File: src/rtl/clk_en_meter_pkg.sv
// clk_en_meter_pkg: shared types, default parameters and tolerance-bound helpers for the period meter.
// Latency: n/a (declarations only).
// Backpressure: n/a.
// Contents: meter_state_t FSM encoding, DEF_* parameter defaults, tol_lo/tol_hi bound functions.
package clk_en_meter_pkg;

    typedef enum logic [1:0] {
        IDLE,
        ARM,
        MEASURE,
        LOCKED
    } meter_state_t;

    localparam int DEF_WIDTH       = 32;
    localparam int DEF_EXP_DIVISOR = 2;
    localparam int DEF_TOL         = 0;
    localparam int DEF_LOCK_COUNT  = 4;

    // Lower acceptance bound; a period can never be shorter than one cycle,
    // so a negative or zero bound clamps to 1.
    function automatic int tol_lo(input int exp_div, input int tol);
        return ((exp_div - tol) < 1) ? 1 : (exp_div - tol);
    endfunction

    function automatic int tol_hi(input int exp_div, input int tol);
        return exp_div + tol;
    endfunction

endpackage

File: src/rtl/strobe_rise_det.sv
// strobe_rise_det: delays the strobe by one cycle and flags its 0->1 transition.
// Latency: rise is combinational from strobe_in against the registered copy.
// Backpressure: none; samples every in_clk cycle.
// Ports: in_clk, reset (sync, active-high), strobe_in, rise (strobe_in & ~delayed strobe).
module strobe_rise_det (
    input  logic in_clk,
    input  logic reset,
    input  logic strobe_in,
    output logic rise
);

    logic s_q;

    always_ff @(posedge in_clk) begin
        if (reset) begin
            s_q <= 1'b0;
        end else begin
            s_q <= strobe_in;
        end
    end

    assign rise = strobe_in & ~s_q;

endmodule

File: src/rtl/clk_en_period_meter.sv
// clk_en_period_meter: times rising edges of strobe_in in in_clk cycles, reports lock/range/timeout status.
// Latency: outputs registered; a rise sampled at edge N is reported during cycle N+1.
// Backpressure: none; every edge is measured, pulses last exactly one cycle.
// Ports: in_clk, reset (sync, active-high), enable, strobe_in -> period, period_valid, locked,
//        err_range, timeout. Define CLK_EN_METER_STATS_EN to add period_min / period_max.
module clk_en_period_meter
    import clk_en_meter_pkg::*;
#(
    parameter int WIDTH       = DEF_WIDTH,
    parameter int EXP_DIVISOR = DEF_EXP_DIVISOR,
    parameter int TOL         = DEF_TOL,
    parameter int LOCK_COUNT  = DEF_LOCK_COUNT,
    parameter int TIMEOUT     = 4 * EXP_DIVISOR
) (
    input  logic             in_clk,
    input  logic             reset,
    input  logic             enable,
    input  logic             strobe_in,
    output logic [WIDTH-1:0] period,
    output logic             period_valid,
    output logic             locked,
    output logic             err_range,
    output logic             timeout
`ifdef CLK_EN_METER_STATS_EN
    ,
    output logic [WIDTH-1:0] period_min,
    output logic [WIDTH-1:0] period_max
`endif
);

    localparam logic [WIDTH-1:0] BOUND_LO = WIDTH'(tol_lo(EXP_DIVISOR, TOL));
    localparam logic [WIDTH-1:0] BOUND_HI = WIDTH'(tol_hi(EXP_DIVISOR, TOL));
    localparam logic [WIDTH-1:0] CNT_MAX  = WIDTH'(TIMEOUT);
    localparam int               MW       = $clog2(LOCK_COUNT + 1);
    localparam logic [MW-1:0]    LOCK_N   = MW'(LOCK_COUNT);

    meter_state_t     state_q, state_d;
    logic [WIDTH-1:0] cnt_q, cnt_d;
    logic [WIDTH-1:0] period_d;
    logic [MW-1:0]    match_q, match_d;
    logic             pv_d, locked_d, err_d, to_d;
    logic             rise, in_tol, at_limit;

    strobe_rise_det u_rise (
        .in_clk    (in_clk),
        .reset     (reset),
        .strobe_in (strobe_in),
        .rise      (rise)
    );

    assign in_tol   = (cnt_q >= BOUND_LO) && (cnt_q <= BOUND_HI);
    assign at_limit = (cnt_q == CNT_MAX);

    always_comb begin
        state_d  = state_q;
        match_d  = match_q;
        period_d = period;
        locked_d = locked;
        pv_d     = 1'b0;
        err_d    = 1'b0;
        to_d     = 1'b0;

        // Free-running spacing counter: restarts at 1 on each edge, saturates at
        // the timeout so a dead strobe cannot wrap into a bogus short period.
        if (rise) begin
            cnt_d = WIDTH'(1);
        end else if (!at_limit) begin
            cnt_d = cnt_q + WIDTH'(1);
        end else begin
            cnt_d = cnt_q;
        end

        if (!enable) begin
            state_d  = IDLE;
            cnt_d    = '0;
            match_d  = '0;
            locked_d = 1'b0;
        end else begin
            case (state_q)
                IDLE: begin
                    state_d = ARM;
                    cnt_d   = '0;
                end
                // First edge only establishes a time reference.
                ARM: begin
                    if (rise) begin
                        state_d = MEASURE;
                    end
                end
                MEASURE: begin
                    if (rise) begin
                        period_d = cnt_q;
                        pv_d     = 1'b1;
                        if (in_tol) begin
                            match_d = match_q + MW'(1);
                            if ((match_q + MW'(1)) == LOCK_N) begin
                                state_d  = LOCKED;
                                locked_d = 1'b1;
                            end
                        end else begin
                            match_d = '0;
                        end
                    end else if (at_limit) begin
                        to_d     = 1'b1;
                        match_d  = '0;
                        locked_d = 1'b0;
                        state_d  = ARM;
                    end
                end
                LOCKED: begin
                    if (rise) begin
                        period_d = cnt_q;
                        pv_d     = 1'b1;
                        if (!in_tol) begin
                            locked_d = 1'b0;
                            match_d  = '0;
                            err_d    = 1'b1;
                            state_d  = MEASURE;
                        end
                    end else if (at_limit) begin
                        to_d     = 1'b1;
                        match_d  = '0;
                        locked_d = 1'b0;
                        state_d  = ARM;
                    end
                end
                default: state_d = IDLE;
            endcase
        end
    end

    always_ff @(posedge in_clk) begin
        if (reset) begin
            state_q      <= IDLE;
            cnt_q        <= '0;
            match_q      <= '0;
            period       <= '0;
            period_valid <= 1'b0;
            locked       <= 1'b0;
            err_range    <= 1'b0;
            timeout      <= 1'b0;
        end else begin
            state_q      <= state_d;
            cnt_q        <= cnt_d;
            match_q      <= match_d;
            period       <= period_d;
            period_valid <= pv_d;
            locked       <= locked_d;
            err_range    <= err_d;
            timeout      <= to_d;
        end
    end

`ifdef CLK_EN_METER_STATS_EN
    // A zero minimum means "nothing recorded yet": reported periods are always >= 1.
    always_ff @(posedge in_clk) begin
        if (reset || !enable) begin
            period_min <= '0;
            period_max <= '0;
        end else if (pv_d) begin
            if ((period_min == '0) || (period_d < period_min)) begin
                period_min <= period_d;
            end
            if (period_d > period_max) begin
                period_max <= period_d;
            end
        end
    end
`endif

endmodule

File: config.mk
export PLATFORM = sky130hd
export DESIGN_NAME = clk_en_period_meter
export DESIGN_NICKNAME = d
export VERILOG_FILES = /design/src/rtl/clk_en_meter_pkg.sv /design/src/rtl/strobe_rise_det.sv /design/src/rtl/clk_en_period_meter.sv
export SDC_FILE = /design/constraint.sdc
export NUM_CORES = 1
export LEC_CHECK = 0
export BUFFER_PORTS_ARGS = -buffer_cell sky130_fd_sc_hd__clkbuf_2
export CAP_MARGIN = 25
export CORE_UTILIZATION = 45
export DETAILED_ROUTE_END_ITERATION = 7
export PLACE_DENSITY = 0.73
export SLEW_MARGIN = 40
export SYNTH_ARGS = -nofsm -noshare
export SYNTH_HDL_FRONTEND = slang
export SYNTH_SLANG_ARGS = --single-unit
File: constraint.sdc
create_clock -name in_clk -period 3.9 [get_ports in_clk]
set_clock_uncertainty 0.05 [all_clocks]
set_input_delay 0.78 -clock in_clk [delete_from_list [all_inputs] [get_ports in_clk]]
set_output_delay 0.78 -clock in_clk [all_outputs]
set_load 0.05 [all_outputs]
-- Yosys cells after proc, flatten, opt, wreduce, memory -nomap -nowiden
Index checks and enable logic that the tools add are counted.
- $mul: 0
- divide/modulo/power cells: 0
- equal/unequal tests: 10
- add/subtract/negate cells: 2
- reduce and logical (&&, ||, !) cells: 14
- bitwise gates (word level): 6
- $lt $le $gt $ge: 2
- shifts and indexed selects: 0
- multiplexer cells: 26
- operators with widths (cell ; number):
    adder 32 x 1 -> 32 bit (second input constant) ; 1
    equality test 32 x 4 -> 1 bit (second input constant) ; 1
    >= comparator 32 x 2 -> 1 bit (second input constant) ; 1
    <= comparator 32 x 2 -> 1 bit (second input constant) ; 1
    2-to-1 mux 3 bit ; 5
    2-to-1 mux 2 bit ; 7
    OR reduction 4 bit ; 3
    2-to-1 mux 1 bit ; 11
    inequality test 3 bit (second input constant) ; 3
    one-hot mux 2 bit (4 select lines) ; 1
    AND reduction 4 bit ; 2
    one-hot mux 3 bit (2 select lines) ; 1
    OR reduction 3 bit ; 2
    NOT 1 bit ; 5
    equality test 2 bit (second input constant) ; 2
    inequality test 2 bit (second input constant) ; 2
    OR reduction 2 bit ; 2
    adder 3 x 1 -> 3 bit (second input constant) ; 1
    equality test 3 bit (second input constant) ; 1
    AND reduction 3 bit ; 1
    equality test 2 x 1 -> 1 bit (second input constant) ; 1
    logical NOT 2 bit ; 1
    one-hot mux 1 bit (2 select lines) ; 1
    AND reduction 2 bit ; 1
    other kinds (3) ; 3
- output and inout bits: 36
- memories kept: 0
- latch bits: 0
- word-level logic and storage cells: 70
- bits in writable memories: 0
- input port bits: 4
- bits in registers: 74
- ROM bits: 0

-- Depth between registers and ports, before layout
Gate-level depths: netlist (run 1).
- depth in word-level cells: 6
- depth in mapped cells: 7
- depth with buffers taken out: 7

-- Cells and area by module
A second synthesis (run 1) with hierarchy kept.
- cells, all modules: 390
- area, all modules: 3477.1 um2
- modules (own cells, without submodules) (module ; area each (um2) ; instances ; cells each):
    clk_en_period_meter ; 3429.5 ; 1 ; 387
    strobe_rise_det ; 47.5 ; 1 ; 3

-- Worst setup path after synthesis (run 1)
OpenSTA, ideal clock, no wires.
- path type: input to register
- start: in reset
- end: reg cnt_q[14]
- data required time: 3722 ps
- arrival time: 1868 ps
- stages on the path: 6
- path buffers: 3
- slack: 1855 ps
- library setup time: 128 ps
- cell sequence: clkbuf_1 > nor2b_1 > nand3_1 > buf_1 > clkbuf_1 > nor2_1
- longest elaborated chain between the ends: 1
- RTL lines (item ; RTL line ; text):
    start: declaration ; clk_en_period_meter.sv:16 ; input logic reset,
    OR reduction 4 bit (no source line) ; n/a ;
    end signal: assignment ; clk_en_period_meter.sv:144 ; cnt_q <= cnt_d;
    end: declaration ; clk_en_period_meter.sv:38 ; logic [WIDTH-1:0] cnt_q, cnt_d;
No other way between the ends.
A chain may end at the register's enable or synchronous reset.

-- Worst setup path after layout (run 1)
- start: reg cnt_q[6]
- end: reg cnt_q[31]
- longest elaborated chain between the ends: 1
- elaborated cells on any way between the ends: 2
- RTL lines (item ; RTL line):
    adder 32 x 1 -> 32 bit / equality test 32 x 4 -> 1 bit (equally long branches) ; clk_en_period_meter.sv:68, clk_en_period_meter.sv:52
Parallel ways exist; a longest one is shown, timed or not.

==> results of run 1 <==
[critical path, stage by stage, from the launching register on]
cell,delay (ns)
dfxtp_1,0.44
and3_1,0.27
nand4_1,0.43
or4_4,0.69
or3_1,0.32
a21oi_1,0.14
[cells in the mapped netlist (6+ instances only)]
library cell / instances
dfxtp_1: 74
nand3_1: 17
inv_1: 9
xor2_1: 10
nand2_1: 78
a21oi_1: 44
xnor2_1: 13
nor3_1: 9
clkbuf_1: 17
o21ai_0: 6
nor4_1: 13
nor2_1: 29
[through the flow]
| stage | setup WS [ns] | hold slack (ns) |
|---|---|---|
| 2_1_floorplan | 1.85 | 0.399 |
| 3_3_place_gp | 1.46 | 0.398 |
| 3_5_place_dp | 1.41 | 0.400 |
| 4_1_cts | 1.49 | 0.410 |
| 5_1_grt | 1.24 | 0.427 |
| 6_report | 1.49 | 0.406 |
[logic make-up after synthesis]
group | count (synthesis) | synth area share
AO/OA/AOI/OAI | 60 | 0.103
XOR/XNOR | 23 | 0.0624
adder cells (fa/ha/maj) | 5 | 0.0194
buffers and inverters | 32 | 0.0391
flip-flops | 74 | 0.459
multiplexers | 3 | 0.00968
AND/OR/NAND/NOR | 191 | 0.308
[report_power, final]
part	total [W]	leakage (nW)	switching (W)	internal (W)
logic	0.0000245	0.567	0.0000175	0.00000697
registers	0.000760	0.596	0.00000284	0.000757
clock network	0.000504	0.0810	0.000265	0.000239
total	0.00129	1.24	0.000285	0.00100
[area by class of cell]
class                      instances  area, um2  area share
clock buffer                      11        141      0.0389
clock inverter                     3       17.5     0.00482
inverter                           9       33.8     0.00929
multi-input combinational        282       1620       0.446
sequential                        74       1480       0.408
tap                               96        120      0.0330
timing repair buffer              42        218      0.0599
[layer usage]
layer | wire [um] | part of all wire
met1 | 3110 | 0.46
met2 | 3270 | 0.48
met5 | 0 | 0
met4 | 106 | 0.016
met3 | 278 | 0.041
[state kept, by name, summed over array words and instances (netlist names)]
register,count
period_valid,1
timeout,1
state_q,2
cnt_q,32
match_q,3
err_range,1
u_rise.s_q,1
locked,1
period,32
[how the worst max path moves through the flow]
stage	from	to	slack, ns	cells past startpoint
after floorplan	reset	cnt_q[14]	1.85	6
after global placement	reset	cnt_q[28]	1.46	6
after detailed placement	reset	cnt_q[28]	1.41	6
after CTS	cnt_q[6]	cnt_q[31]	1.49	5
after global routing	cnt_q[1]	match_q[2]	1.24	6
final	cnt_q[6]	cnt_q[31]	1.49	5
==> impl_results.md, run 1 <==
- Ys async rst share: 0
- PD cells: 354 mW/mm2
- Initial core utilization: 0.470
- Synth Area per Inst: 8.33 um2
- Worst Path Arrival: 2.64 ns
- GRT Overall Usage: 0.201
- Reg2reg end: cnt_q[31]
- CTS tree: built
- Slew headroom: 0.555
- CTS max path bufs: 2
- Worst setup EP type: flop
- Wirelength per Cell: 13.1 um
- Tot Pwr: 0.00129 W
- CP max FO: 12
- Clock sink count: 74
- Fin crit share: 0.619
- Reg clk slew, reported paths: 0.07 ns
- Largest net degree at the start of global routing: 36
- Inst Count DP: 503
- Postcts setup bufs: 0
- Iter 0 DRT Violations: 156
- Final HPWL from detailed placement: 4.79 mm
- Commonest cells after routing, fill and taps aside: 78 x nand2_1, 74 x dfxtp_1, 44 x a21oi_1
- Worst min-delay path startpoint: period[16]
- Post-CTS Resized: 0
- Fin. Hold Viols: 0
- I/O Pins: 40
- N_diodes: 0
- Syn-to-layout area delta: 12.5%
- Crit path required time: 4.13 ns
- First-pass GRT wire length: 11.7 mm
- Worst-Skew Late Latency: 0.34 ns
- # rows: 30
- Port Buffers: 39
- Synth area leader: dfxtp_1
- Leakage power: 1.24 nW
- Most common cell after layout, fill and taps aside: nand2_1
- Met3 Usage GRT: 0.0486
- Met1 usage: 0.245
- Sequential share of the synthesized area: 0.459
- Final core utilization: 0.529
- RSZ-0062 raised after global routing: no
- GP Congestion: 0.832
- DR vias/cell: 5.31
- Final-stage net count: 427
- Grt peak-use layer: met2
- Hold Path Stages: 2
- Vias in the first global route: 2593
- Final ANT Viol Nets: 0
- Max Transition Viols Final: 0
- Mapped Area: 0.00323 mm2
- Startpoint types: flop
- Minimum clock period: 2.41 ns
- Non-filler cells, final: 517
- MaxCap Viol Count: 0
- Outcome: complete, no violations
- Grt ovf: 0
- Max H-tree Level: 3
- Ys flop type: dfxtp_1
- Syn Nets: 397
- Setup violators final: 0
- CTS Buf Count: 9
- Worst slew pin tran: 0.668 ns
- Die extent in y: 86.7 um
- YS warnings: 0
- Met2 usage in global routing: 0.343
- Dpl cell area: 0.00348 mm2
- CTS Hold Bufs: 0
- Share of the synthesized area in the top cell type: 0.459
- Routed Wire Length: 6.76 mm
- Max Fclk: 414 MHz
- Min-Delay Path Class: flop to flop
- Setup TNS Final: 0 ns
- Layout cells sized above 1: 0.164
- Via count: 2747
- Final instance area: 0.00363 mm2
- EDFF count, synth: 0
- Top cells by area, synth: dfxtp_1 46%, nand2_1 9.1%, a21oi_1 6.8%
- Reg-to-Reg Start: cnt_q[6]
- Residual DRC count: 0
- Initial antenna violation count: 0
- Worst VDD drop: 0.233 mV
- Gate Count Post-Synth: 388
- CTS root buffer: clkbuf_8
- Hold Path End: period[16]
- Die Area: 0.00752 mm2
- Synth cell types: 46
- FF+latch count, synth: 74
- # fillers: 649
- R2R cell count: 5
- CORE AREA: 0.00687 mm2
- Worst Setup Path Type: flop to flop
- FF-to-FF setup slack: 1.49 ns
- Die Span X: 86.7 um
- TritonRoute pass-1 iters: 4
(Power assumes the default switching activity.)
==> run 2, diff against run 1 <==
clock period = 2.3 ns   (was 3.9 ns; I/O delays follow)
==> run 2 against run 1 <==
Net effect: setup slack got worse by 1.3 ns; utilization grew 2.5 points; first-iteration DRC count decreased by 12%; critical endpoint is now cnt_q[29]; largest power group unchanged.
==> impl_results.md, run 2 (synthesis results as in run 1) <==
- Outcome: complete, no violations
- RSZ-0062 raised after global routing: no
- Die Span X: 86.7 um (unchanged)
- CTS max path bufs: 2 (unchanged)
- Wirelength per Cell: 13.7 um (+4.5%)
- Max Fclk: 467 MHz (+13%)
- Residual DRC count: 0 (unchanged)
- I/O Pins: 40 (unchanged)
- Fin. Hold Viols: 0 (unchanged)
- CP max FO: 6 (-6)
- Worst slew pin tran: 0.443 ns (-0.225 ns)
- Crit path required time: 2.53 ns (-1.60 ns)
- Crit. Startpoint: cnt_q[3]
- Most common cell after layout, fill and taps aside: nand2_1
- WHS: 0.338 ns (-0.0671 ns)
- Routed Wire Length: 7.23 mm (+6.9%)
- First-pass GRT wire length: 11.9 mm (+1.8%)
- Worst VDD drop: 0.391 mV (+68%)
- Via count: 2857 (+4.0%)
- # fillers: 665 (+2.5%)
- Die extent in y: 86.7 um (unchanged)
- Worst-Skew Late Latency: 0.36 ns (+0.02 ns)
- Crit path buf inv count: 0 (unchanged)
- Reg-to-Reg Start: cnt_q[3]
- CORE AREA: 0.00687 mm2 (unchanged)
- Grt ovf: 0 (unchanged)
- MaxCap Viol Count: 0 (unchanged)
- Clock sink count: 74 (unchanged)
- PD cells: 651 mW/mm2 (+84%)
- Layout cells sized above 1: 0.189 (+0.0255)
- CTS Buf Count: 9 (unchanged)
- CTS tree: built
- Final ANT Viol Nets: 0 (unchanged)
- CP cell instances: and3_1 -> nand4_4 -> or4_4 -> or3_1 -> a21oi_1
- Commonest cells after routing, fill and taps aside: 78 x nand2_1, 74 x dfxtp_1, 44 x a21oi_1
- Worst Setup Path Type: flop to flop
- N_diodes: 0 (unchanged)
- GP Congestion: 0.900 (+8.2%)
- Worst setup EP type: flop
- Max H-tree Level: 3 (unchanged)
- Syn-to-layout area delta: 17.9%
- CTS root buffer: clkbuf_8
- TritonRoute pass-1 iters: 4 (unchanged)
- Die Area: 0.00752 mm2 (unchanged)
- Startpoint types: flop
- # rows: 30 (unchanged)
- Max Transition Viols Final: 0 (unchanged)
- Initial core utilization: 0.470 (unchanged)
- Leakage power: 1.34 nW (+7.6%)
- Vias in the first global route: 2611 (+0.69%)
- Reg clk slew, reported paths: 0.07 ns (about the same)
- Slowest CP cell: or4_4
- Iter 0 DRT Violations: 138 (-12%)
- Worst Path Arrival: 2.37 ns (-0.27 ns)
- Slew headroom: 0.702 (+0.147)
- Min-Delay Path Class: input pin to flop
- Minimum clock period: 2.14 ns (-0.273 ns)
- Port Buffers: 39 (unchanged)
- Largest net degree at the start of global routing: 32 (-11%)
- Initial antenna violation count: 0 (unchanged)
- Setup violators final: 0 (unchanged)
- Final HPWL from detailed placement: 5.19 mm (+8.3%)
- Fin crit share: 0.930 (+0.312)
- Slowest stage delay, CP: 0.54 ns (-0.15 ns)
- Delay-heaviest family, CP: simple AND/OR/NAND/NOR gates
- Final-stage net count: 437 (+2.3%)
- Setup TNS Final: 0 ns (unchanged)
- Top flop regs: cnt_q: 32 flops, period: 32 flops, match_q: 3 flops
- GRT Overall Usage: 0.206 (+0.00430)
- Worst min-delay path startpoint: strobe_in
- DR vias/cell: 5.40 (+1.6%)
-- run 2: power by group --
group          internal, W  switching (W)
clock             0.000671       0.000472
combinational    0.0000149      0.0000334
sequential         0.00128     0.00000364
total              0.00197       0.000509
-- run 2: timing repair --
item	CTS	global route
buffers inserted	0	0
gates resized for setup	0	2
endpoints found under the setup margin	0	3
hold buffers	0	0
-- run 2: layout make-up --
| cell class | instances | area, um2 | area share |
|---|---|---|---|
| Clock buffer | 12 | 155 | 0.0407 |
| Multi-Input combinational cell | 282 | 1640 | 0.430 |
| Clock inverter | 4 | 73.8 | 0.0194 |
| Tap cell | 96 | 120 | 0.0315 |
| Timing Repair Buffer | 52 | 305 | 0.0802 |
| Inverter | 9 | 33.8 | 0.00887 |
| Sequential cell | 74 | 1480 | 0.389 |
-- run 2: worst paths after layout --
path                            slack (ns)  cells past startpoint         end
worst max-delay path                  0.16                      5   cnt_q[29]
worst min-delay path                  0.34                      2  u_rise.s_q
worst max register to register        0.16                      5   cnt_q[29]
worst min register to register        0.40                      2  period[27]
-- run 2: layer usage --
metal | track usage | vias up | part of all wire | wire (um)
met1 | 0.249 | 1341 | 0.44 | 3210
met4 | 0.105 | 0 | 0.033 | 240
met3 | 0.0581 | 22 | 0.049 | 355
met2 | 0.334 | 83 | 0.47 | 3420
met5 | 0 | - | 0 | 0
li1 | - | 1411 | - | -
-- run 2: metrics by stage --
stage / total power (W) / worst slack, ns / utilization / area, um2 / instances
after floorplan: 0.00135 / 0.304 / - / 3230 / 388
after global placement: 0.00136 / 0.249 / 0.519 / 3560 / 513
after detailed placement: 0.00136 / 0.0978 / 0.519 / 3560 / 513
after CTS: 0.00250 / 0.0805 / 0.552 / 3790 / 529
after global routing: 0.00256 / 0.0480 / 0.554 / 3810 / 529
final: 0.00248 / 0.160 / 0.554 / 3810 / 529
-- run 2: worst reg2reg max path: cells and delay by family (launching register included) --
kind	cells	cell delay, ns
AOI/OAI and AO/OA	1	0.16
DFF	1	0.49
and+or+nand+nor	4	1.37
